<file path="src/rtl/method_sprite_blit.sv">
// Sprite overlay stage for the 90x90 RGB565 method ROM: window test, ROM addressing, 2-clock aligned compositing.
// Optional colour keying is enabled by defining METHOD_SPRITE_KEY_EN.
module method_sprite_blit #(
    parameter int unsigned SPR_W     = 90,
    parameter int unsigned SPR_H     = 90,
    parameter int unsigned ADDR_W    = 13,
    parameter logic [15:0] KEY_COLOR = 16'hF81F
) (
    input  logic              clk_i,
    input  logic              rst_n_i,
    input  logic              frame_start_i,
    input  logic [9:0]        pix_x_i,
    input  logic [9:0]        pix_y_i,
    input  logic              de_in_i,
    input  logic              hs_in_i,
    input  logic              vs_in_i,
    input  logic [15:0]       bg_rgb_i,
    input  logic [9:0]        spr_x_i,
    input  logic [9:0]        spr_y_i,
    input  logic              spr_show_i,
    output logic [ADDR_W-1:0] rom_addr_o,
    input  logic [15:0]       rom_data_i,
    output logic [15:0]       rgb_out_o,
    output logic              de_out_o,
    output logic              hs_out_o,
    output logic              vs_out_o
);

`ifdef METHOD_SPRITE_KEY_EN
    localparam logic KEY_EN = 1'b1;
`else
    localparam logic KEY_EN = 1'b0;
`endif

    localparam logic [10:0]       SPR_W11  = 11'(SPR_W);
    localparam logic [10:0]       SPR_H11  = 11'(SPR_H);
    localparam logic [ADDR_W-1:0] ROW_STEP = ADDR_W'(SPR_W);
    localparam logic [ADDR_W-1:0] ROW_LAST = ADDR_W'(SPR_W * (SPR_H - 1));

    logic [9:0]        pos_x_q, pos_x_d;
    logic [9:0]        pos_y_q, pos_y_d;
    logic              show_q, show_d;
    logic [ADDR_W-1:0] row_base_q, row_base_d;
    logic [ADDR_W-1:0] rom_addr_q, rom_addr_d;
    logic              row_hit_q, row_hit_d;
    logic              in_win_s1_q, in_win_s2_q;
    logic [15:0]       bg_s1_q, bg_s2_q;
    logic              de_s1_q, de_s2_q, hs_s1_q, hs_s2_q, vs_s1_q, vs_s2_q;
    logic [15:0]       rgb_q, rgb_d;
    logic              de_out_q, hs_out_q, vs_out_q;

    logic [10:0]       px_s, py_s, pos_x11_s, pos_y11_s, col_s;
    logic              row_in_s, col_in_s, in_win_s, de_fall_s, key_hit_s;

    // Stage 0: window test, ROM address and per-line row base bookkeeping.
    always_comb begin
        px_s      = {1'b0, pix_x_i};
        py_s      = {1'b0, pix_y_i};
        pos_x11_s = {1'b0, pos_x_q};
        pos_y11_s = {1'b0, pos_y_q};
        row_in_s  = (py_s >= pos_y11_s) && (py_s < (pos_y11_s + SPR_H11));
        col_in_s  = (px_s >= pos_x11_s) && (px_s < (pos_x11_s + SPR_W11));
        in_win_s  = show_q & de_in_i & row_in_s & col_in_s;
        col_s     = px_s - pos_x11_s;
        de_fall_s = de_s1_q & ~de_in_i;
        key_hit_s = KEY_EN & (rom_data_i == KEY_COLOR);

        if (frame_start_i) begin
            pos_x_d = spr_x_i;
            pos_y_d = spr_y_i;
            show_d  = spr_show_i;
        end else begin
            pos_x_d = pos_x_q;
            pos_y_d = pos_y_q;
            show_d  = show_q;
        end

        if (in_win_s) begin
            rom_addr_d = row_base_q + ADDR_W'(col_s);
        end else begin
            rom_addr_d = rom_addr_q;
        end

        // row_hit remembers whether the most recent active pixel lay on a sprite row
        if (de_in_i) begin
            row_hit_d = row_in_s;
        end else begin
            row_hit_d = row_hit_q;
        end

        if (frame_start_i) begin
            row_base_d = {ADDR_W{1'b0}};
        end else if (de_fall_s && row_hit_q && (row_base_q < ROW_LAST)) begin
            row_base_d = row_base_q + ROW_STEP;
        end else begin
            row_base_d = row_base_q;
        end

        if (in_win_s2_q && !key_hit_s) begin
            rgb_d = rom_data_i;
        end else begin
            rgb_d = bg_s2_q;
        end
    end

    // Pipeline registers: stage 0 address, stage 1 ROM wait, stage 2 composite output.
    always_ff @(posedge clk_i or negedge rst_n_i) begin
        if (!rst_n_i) begin
            pos_x_q     <= 10'd0;
            pos_y_q     <= 10'd0;
            show_q      <= 1'b0;
            row_base_q  <= {ADDR_W{1'b0}};
            rom_addr_q  <= {ADDR_W{1'b0}};
            row_hit_q   <= 1'b0;
            in_win_s1_q <= 1'b0;
            in_win_s2_q <= 1'b0;
            bg_s1_q     <= 16'h0000;
            bg_s2_q     <= 16'h0000;
            de_s1_q     <= 1'b0;
            de_s2_q     <= 1'b0;
            hs_s1_q     <= 1'b0;
            hs_s2_q     <= 1'b0;
            vs_s1_q     <= 1'b0;
            vs_s2_q     <= 1'b0;
            rgb_q       <= 16'h0000;
            de_out_q    <= 1'b0;
            hs_out_q    <= 1'b0;
            vs_out_q    <= 1'b0;
        end else begin
            pos_x_q     <= pos_x_d;
            pos_y_q     <= pos_y_d;
            show_q      <= show_d;
            row_base_q  <= row_base_d;
            rom_addr_q  <= rom_addr_d;
            row_hit_q   <= row_hit_d;
            in_win_s1_q <= in_win_s;
            in_win_s2_q <= in_win_s1_q;
            bg_s1_q     <= bg_rgb_i;
            bg_s2_q     <= bg_s1_q;
            de_s1_q     <= de_in_i;
            de_s2_q     <= de_s1_q;
            hs_s1_q     <= hs_in_i;
            hs_s2_q     <= hs_s1_q;
            vs_s1_q     <= vs_in_i;
            vs_s2_q     <= vs_s1_q;
            rgb_q       <= rgb_d;
            de_out_q    <= de_s2_q;
            hs_out_q    <= hs_s2_q;
            vs_out_q    <= vs_s2_q;
        end
    end

    assign rom_addr_o = rom_addr_q;
    assign rgb_out_o  = rgb_q;
    assign de_out_o   = de_out_q;
    assign hs_out_o   = hs_out_q;
    assign vs_out_o   = vs_out_q;

endmodule

</file>
<file path="config.mk">
export PLATFORM = sky130hd
export DESIGN_NAME = method_sprite_blit
export DESIGN_NICKNAME = d
export VERILOG_FILES = /design/src/rtl/method_sprite_blit.sv
export SDC_FILE = /design/constraint.sdc
export NUM_CORES = 1
export LEC_CHECK = 0
export CORE_MARGIN = 5
export CORE_UTILIZATION = 47
export CTS_CLUSTER_SIZE = 10
export DETAILED_ROUTE_END_ITERATION = 16
export PLACE_DENSITY = 0.77
export SYNTH_ARGS = -nofsm -noshare
export SYNTH_HDL_FRONTEND = slang
export SYNTH_SLANG_ARGS = --single-unit
</file>
<file path="constraint.sdc">
create_clock -name clk_i -period 3.5 [get_ports clk_i]
set_clock_uncertainty 0.2 [all_clocks]
set_input_delay 0.525 -clock clk_i [delete_from_list [all_inputs] [get_ports clk_i]]
set_output_delay 0.525 -clock clk_i [all_outputs]
set_load 0.1 [all_outputs]
</file>
## After elaboration in Yosys (flattened, before gate mapping)

Cells that the tools add are included.

| word-level totals | value |
|---|---|
| output and inout port bits | 32 |
| register bits | 107 |
| word-level logic and storage cells | 43 |

| operators by class | value |
|---|---|
| reductions and logical operators | 5 |
| muxes and demuxes | 3 |
| $add $sub $neg | 5 |
| bitwise gates (word level) | 5 |
| magnitude comparators | 5 |

Operators by type and width:

| operator | count |
|---|---|
| two-way mux 13 bit | 2 |
| adder 10 x 7 -> 11 bit (second input constant) | 2 |
| less-than comparator 10 x 11 -> 1 bit | 2 |
| >= comparator 10 bit | 2 |
| two-way mux 16 bit | 1 |
| adder 13 x 11 -> 13 bit | 1 |
| adder 13 x 7 -> 13 bit (second input constant) | 1 |
| less-than comparator 13 bit (second input constant) | 1 |
| subtractor 10 x 10 -> 11 bit | 1 |
| bitwise AND 1 bit | 4 |
| logical AND 1 bit | 4 |
| nonzero test 2 bit | 1 |
| NOT 1 bit | 1 |

## Longest topological paths before layout

| logic depth | value |
|---|---|
| depth after elaboration | 6 |
| mapped depth | 17 |
| mapped depth without buffers | 17 |

## Worst setup path after synthesis

No wires, ideal clock.

| timing | value |
|---|---|
| kind | input -> register |
| start | input port pix_x_i[0] |
| end | register rom_addr_q[11] (netlist: rom_addr_o[11]) |
| slack | -0.300 ns |
| required time | 3.175 ns |
| path buffers | 0 |
| cell stages on the path | 17 |
| data arrival time | 3.475 ns |
| setup time | 0.125 ns |
| cells stage by stage | inv_1 -> ha_1 -> inv_1 -> fa_1 -> a21o_1 -> a21oi_1 -> nor2b_1 -> o21a_1 -> o41ai_1 -> xnor2_1 -> ha_1 -> a21oi_1 -> nor2_1 -> a211oi_1 -> o21ai_0 -> xor2_1 -> mux2_4 |

| on the way | value |
|---|---|
| cells in the longest elaborated chain, start to end | 3 |
| elaborated cells between the ends (all ways) | 6 |

RTL lines:

| what | line | RTL |
|---|---|---|
| start: declaration | 12 | `input logic [9:0] pix_x_i,` |
| parallel branches: the longest is 3 deep, another holds adder 13 x 11 -> 13 bit | n/a |  |
| end signal: assignment | 113 | `rom_addr_q <= {ADDR_W{1'b0}};` |
| end signal: assignment | 134 | `rom_addr_q <= rom_addr_d;` |
| end: declaration | 44 | `logic [ADDR_W-1:0] rom_addr_q, rom_addr_d;` |

Several ways; the timed one is not identified.
A chain may end at the register's enable or synchronous reset.

## Worst setup path in the final report

| timing | value |
|---|---|
| start | register pos_x_q[0] |
| end | register rom_addr_q[11] (netlist: rom_addr_o[11]) |

| on the way | value |
|---|---|
| cells in the longest elaborated chain, start to end | 4 |
| elaborated cells between the ends (all ways) | 7 |

RTL lines:

| what | line | RTL |
|---|---|---|
| start: declaration | 40 | `logic [9:0] pos_x_q, pos_x_d;` |
| start signal: assignment | 130 | `pos_x_q <= pos_x_d;` |
| adder 10 x 7 -> 11 bit | 62 | `col_in_s = (px_s >= pos_x11_s) && (px_s < (pos_x11_s + SPR_W11));` |
| less-than comparator 10 x 11 -> 1 bit | 62 |  |
| logical AND 1 bit | 62 |  |
| bitwise AND 1 bit | 63 | `in_win_s = show_q & de_in_i & row_in_s & col_in_s;` |

Several ways; a longest one is shown, not always the timed one.

==> results by group <==
Worst setup path
  • Critical-path maximum fanout: 2
  • Crit end category: register
  • Cell mode on critical path: a21oi_2
  • Reg2Reg Setup Slack: 0.06 ns
  • Worst Setup Path Type: reg -> reg
  • Worst stage delay on the critical path: 0.39 ns
  • Worst-path cell chain: ha_4, inv_2, fa_2, a21o_1, a21oi_2, nor2b_1, o21a_1, o41ai_4, xnor2_1, ha_1, a21oi_2, nor2_1, a211oi_1, o21ai_1, xor2_1, mux2_4
  • Crit path DAT: 3.46 ns
  • Worst path required time: 3.52 ns
  • Termination of the worst setup path: rom_addr_o[11]
  • CP startpoint: pos_x_q[0]
  • WP buf/inv: 1
  • CP Launch Type: register
  • Reg2reg start: pos_x_q[0]
  • Critical path's top delay family: compound AO/OA/AOI/OAI gates
  • RR Endpoint: rom_addr_o[11]
  • Crit path max-delay cell type: dfrtp_1
  • Cell count of the worst reg-to-reg path: 16
  • WP depth: 16

Global routing
  • Global Route met1 Usage: 0.225
  • Largest net degree at the start of global routing: between 80 and 90
  • GR Util met2: 0.304
  • Initial antenna violation count: 0
  • Global route overflow: 0
  • Grt met3 use: 0.0358
  • GRT Max-Usage Layer: met2
  • First-pass GRT wire length: 18,900 µm
  • Global-route usage over all layers: 0.177
  • Vias in the first global route: 4,058

Placed design
  • PortBufs: 110
  • Placed cell count: 743
  • Post-DP HPWL: roughly 8800 µm
  • Worst slack at placement: -0.604 ns
  • GPL Wtd Cong: about 0.86

STA
  • Max-slew violations: 0
  • Final Hold Fails: 0
  • Post-layout minimum cycle time: 3.44 ns
  • Setup ws final: 0.0642 ns
  • Unrepaired setup endpoints after global routing: true
  • Highest Clock Rate: 291 MHz
  • Tcrit/Tclk final: 0.982
  • Worst-Margin Slew: 1.07 ns
  • Worst relative slew slack: 0.288
  • Final setup vio count: 0
  • Total negative slack: 0 ns

Min path
  • Hold WC Path Type: reg -> reg

Route
  • Residual DRC: 0
  • Drt total wl: 11,500 µm
  • Vias after detailed routing: 3,883
  • Vias per cell: between 5 and 6
  • DR pass1 iterations: 4
  • Starting DRT DRC Count: 142
  • Antenna viol nets, final: 0
  • Drt wl/cell: 15.1 µm

Clock tree
  • CTS tree: yes
  • Clk sink count: 106
  • Worst-Skew Late Latency: about 0.34 ns
  • Largest buffer count on any clock path: 2
  • Hold Buf Count CTS: 0
  • CTS H-tree lvls: 3
  • CTS Root Cell: clkbuf_16
  • Num CTS Buffers: 9
  • Clk slew on worst S/H paths: 0.07 ns

Cells and area
  • Layout area overhead: 36.5%
  • Final non-filler cell total: 764
  • Layout Utilization: 0.661
  • Final net count: between 700 and 800
  • Share of layout cells above drive strength 1: 0.208
  • Ant diodes: 0

Floorplanning
  • Chip height: 116 µm
  • Placement Rows: 38
  • Starting Density: 0.484
  • CORE AREA: roughly 11,000 µm²
  • Die width: 116 µm
  • Die area: 13,500 µm²
  • Top-Level Pins: 111

Synth
  • Post-Syn Area: 5320 µm²
  • Seq/Total Area, Yosys: 0.499
  • Synthesized Nets: around 600
  • Post-synth cell types: 48
  • Fraction of registers with async set/reset: 1.00
  • Yosys reg bits: 106
  • Ys flop type: dfrtp_1
  • Post-synth EDFFs: 0
  • Syn Area/Cell: 11.5 µm²
  • Yosys warns: 0
  • Syn Inst Count: 462

Job
  • Maxcap violations: 0

Power and ir drop
  • Static leakage: 0.00335 µW
  • Pwr Density: 543 nW/µm²
  • Max VDD drop: 422 µV

Outcome
  • Outcome: finished, final reports clean
[through the flow]
step | cell area, µm² | power [µW] | hold WS, ns
2_1_floorplan | 5350 | 2500 | 0.0294
3_3_place_gp | 6860 | 2930 | 0.131
6_report | 7260 | 3940 | 0.144
3_5_place_dp | 6860 | 2960 | 0.135
5_1_grt | 7260 | 4150 | 0.147
4_1_cts | 7180 | 3960 | 0.145
[worst reg2reg max path, stage by stage (launching register included)]
cell and delay [ns]:
dfrtp_1 0.39, ha_4 0.15, inv_2 0.03, fa_2 0.34, a21o_1 0.18, a21oi_2 0.15
nor2b_1 0.06, o21a_1 0.23, o41ai_4 0.27, xnor2_1 0.16, ha_1 0.27, a21oi_2 0.13
nor2_1 0.06, a211oi_1 0.19, o21ai_1 0.11, xor2_1 0.15, mux2_4 0.26
[layout make-up]
cell class                 instances  area [µm²]
clock buffer                      10         229
multi-input combinational        316        2610
clock inverter                     6        57.6
timing repair buffer             156        1420
tap                              140         175
sequential                       106        2650
fill                             845        3720
inverter                          30         113
[cell usage in the layout (no fill, tap or decap), types with 2 or more instances in the layout]
cell type / count
nand3_1: 3
or3_1: 6
dfrtp_1: 106
nand2b_1: 2
a21oi_2: 4
xnor2_1: 29
clkbuf_16: 9
nor3_1: 7
o21ai_1: 6
ha_1: 50
mux2i_1: 2
inv_1: 28
inv_6: 2
clkdlybuf4s50_1: 93
a21o_1: 9
ha_4: 3
nor2b_1: 7
o31ai_4: 2
xor2_1: 9
nand4_1: 6
buf_4: 59
clkinv_4: 2
nor2_1: 24
o21bai_1: 3
a21oi_1: 27
o21a_1: 6
a211oi_1: 4
inv_2: 2
inv_8: 2
o21ai_0: 27
mux2_4: 9
nand2_1: 28
mux2_2: 22
[cell families after synthesis]
| family | synth area share |
|---|---|
| flops | 0.499 |
| simple gates | 0.0770 |
| fa+ha+maj | 0.129 |
| mux | 0.0751 |
| xor+xnor | 0.0626 |
| compound gates | 0.128 |
| buf+inv | 0.0299 |
[cells in the mapped netlist, drive strengths merged (9+ instances only)]
master / n / area share
dfrtp: 106 / 0.50
ha: 53 / 0.12
o21ai: 34 / 0.033
a21oi: 31 / 0.029
mux2: 31 / 0.071
inv: 30 / 0.021
xnor2: 29 / 0.048
nand2: 28 / 0.020
nor2: 25 / 0.018
a21o: 9 / 0.013
xor2: 9 / 0.015
[sequential cells by signal, indices dropped and copies added (netlist names), 10 cells and up]
signal      cells
bg_s2_q        16
pos_y_q        10
row_base_q     12
bg_s1_q        16
pos_x_q        10
rgb_out_o      16
rom_addr_o     13
[worst min path at each step]
| stage | from | to | cells after the start |
|---|---|---|---|
| finish | bg_s1_q[4] | bg_s2_q[4] | 0 |
| global route | bg_s1_q[9] | bg_s2_q[9] | 0 |
| CTS | bg_s1_q[9] | bg_s2_q[9] | 0 |
| detailed placement | bg_s1_q[0] | bg_s2_q[0] | 0 |
| global placement | bg_s1_q[12] | bg_s2_q[12] | 0 |
| floorplan | rst_n_i | bg_s1_q[0] | 0 |
[timing repair]
action                                 CTS  global route
buffers inserted                         3             4
setup endpoints to repair                5            12
resized for setup                        6            11
pin swaps                               13            16
endpoints found under the hold margin    0             0
[power breakdown]
part           switching [µW]  internal (µW)
Sequential               70.4           1350
Clock                     476            501
Combinational             980            565
Total                    1530           2420
[per-layer routing]
metal,wire length [µm],share of wire,up-vias
li1,-,-,1926
met1,5100,0.44,1845
met2,5680,0.49,100
met3,606,0.052,12
met4,158,0.014,0
met5,0,0,-
Note: power is estimated with default switching activity, not from simulation.
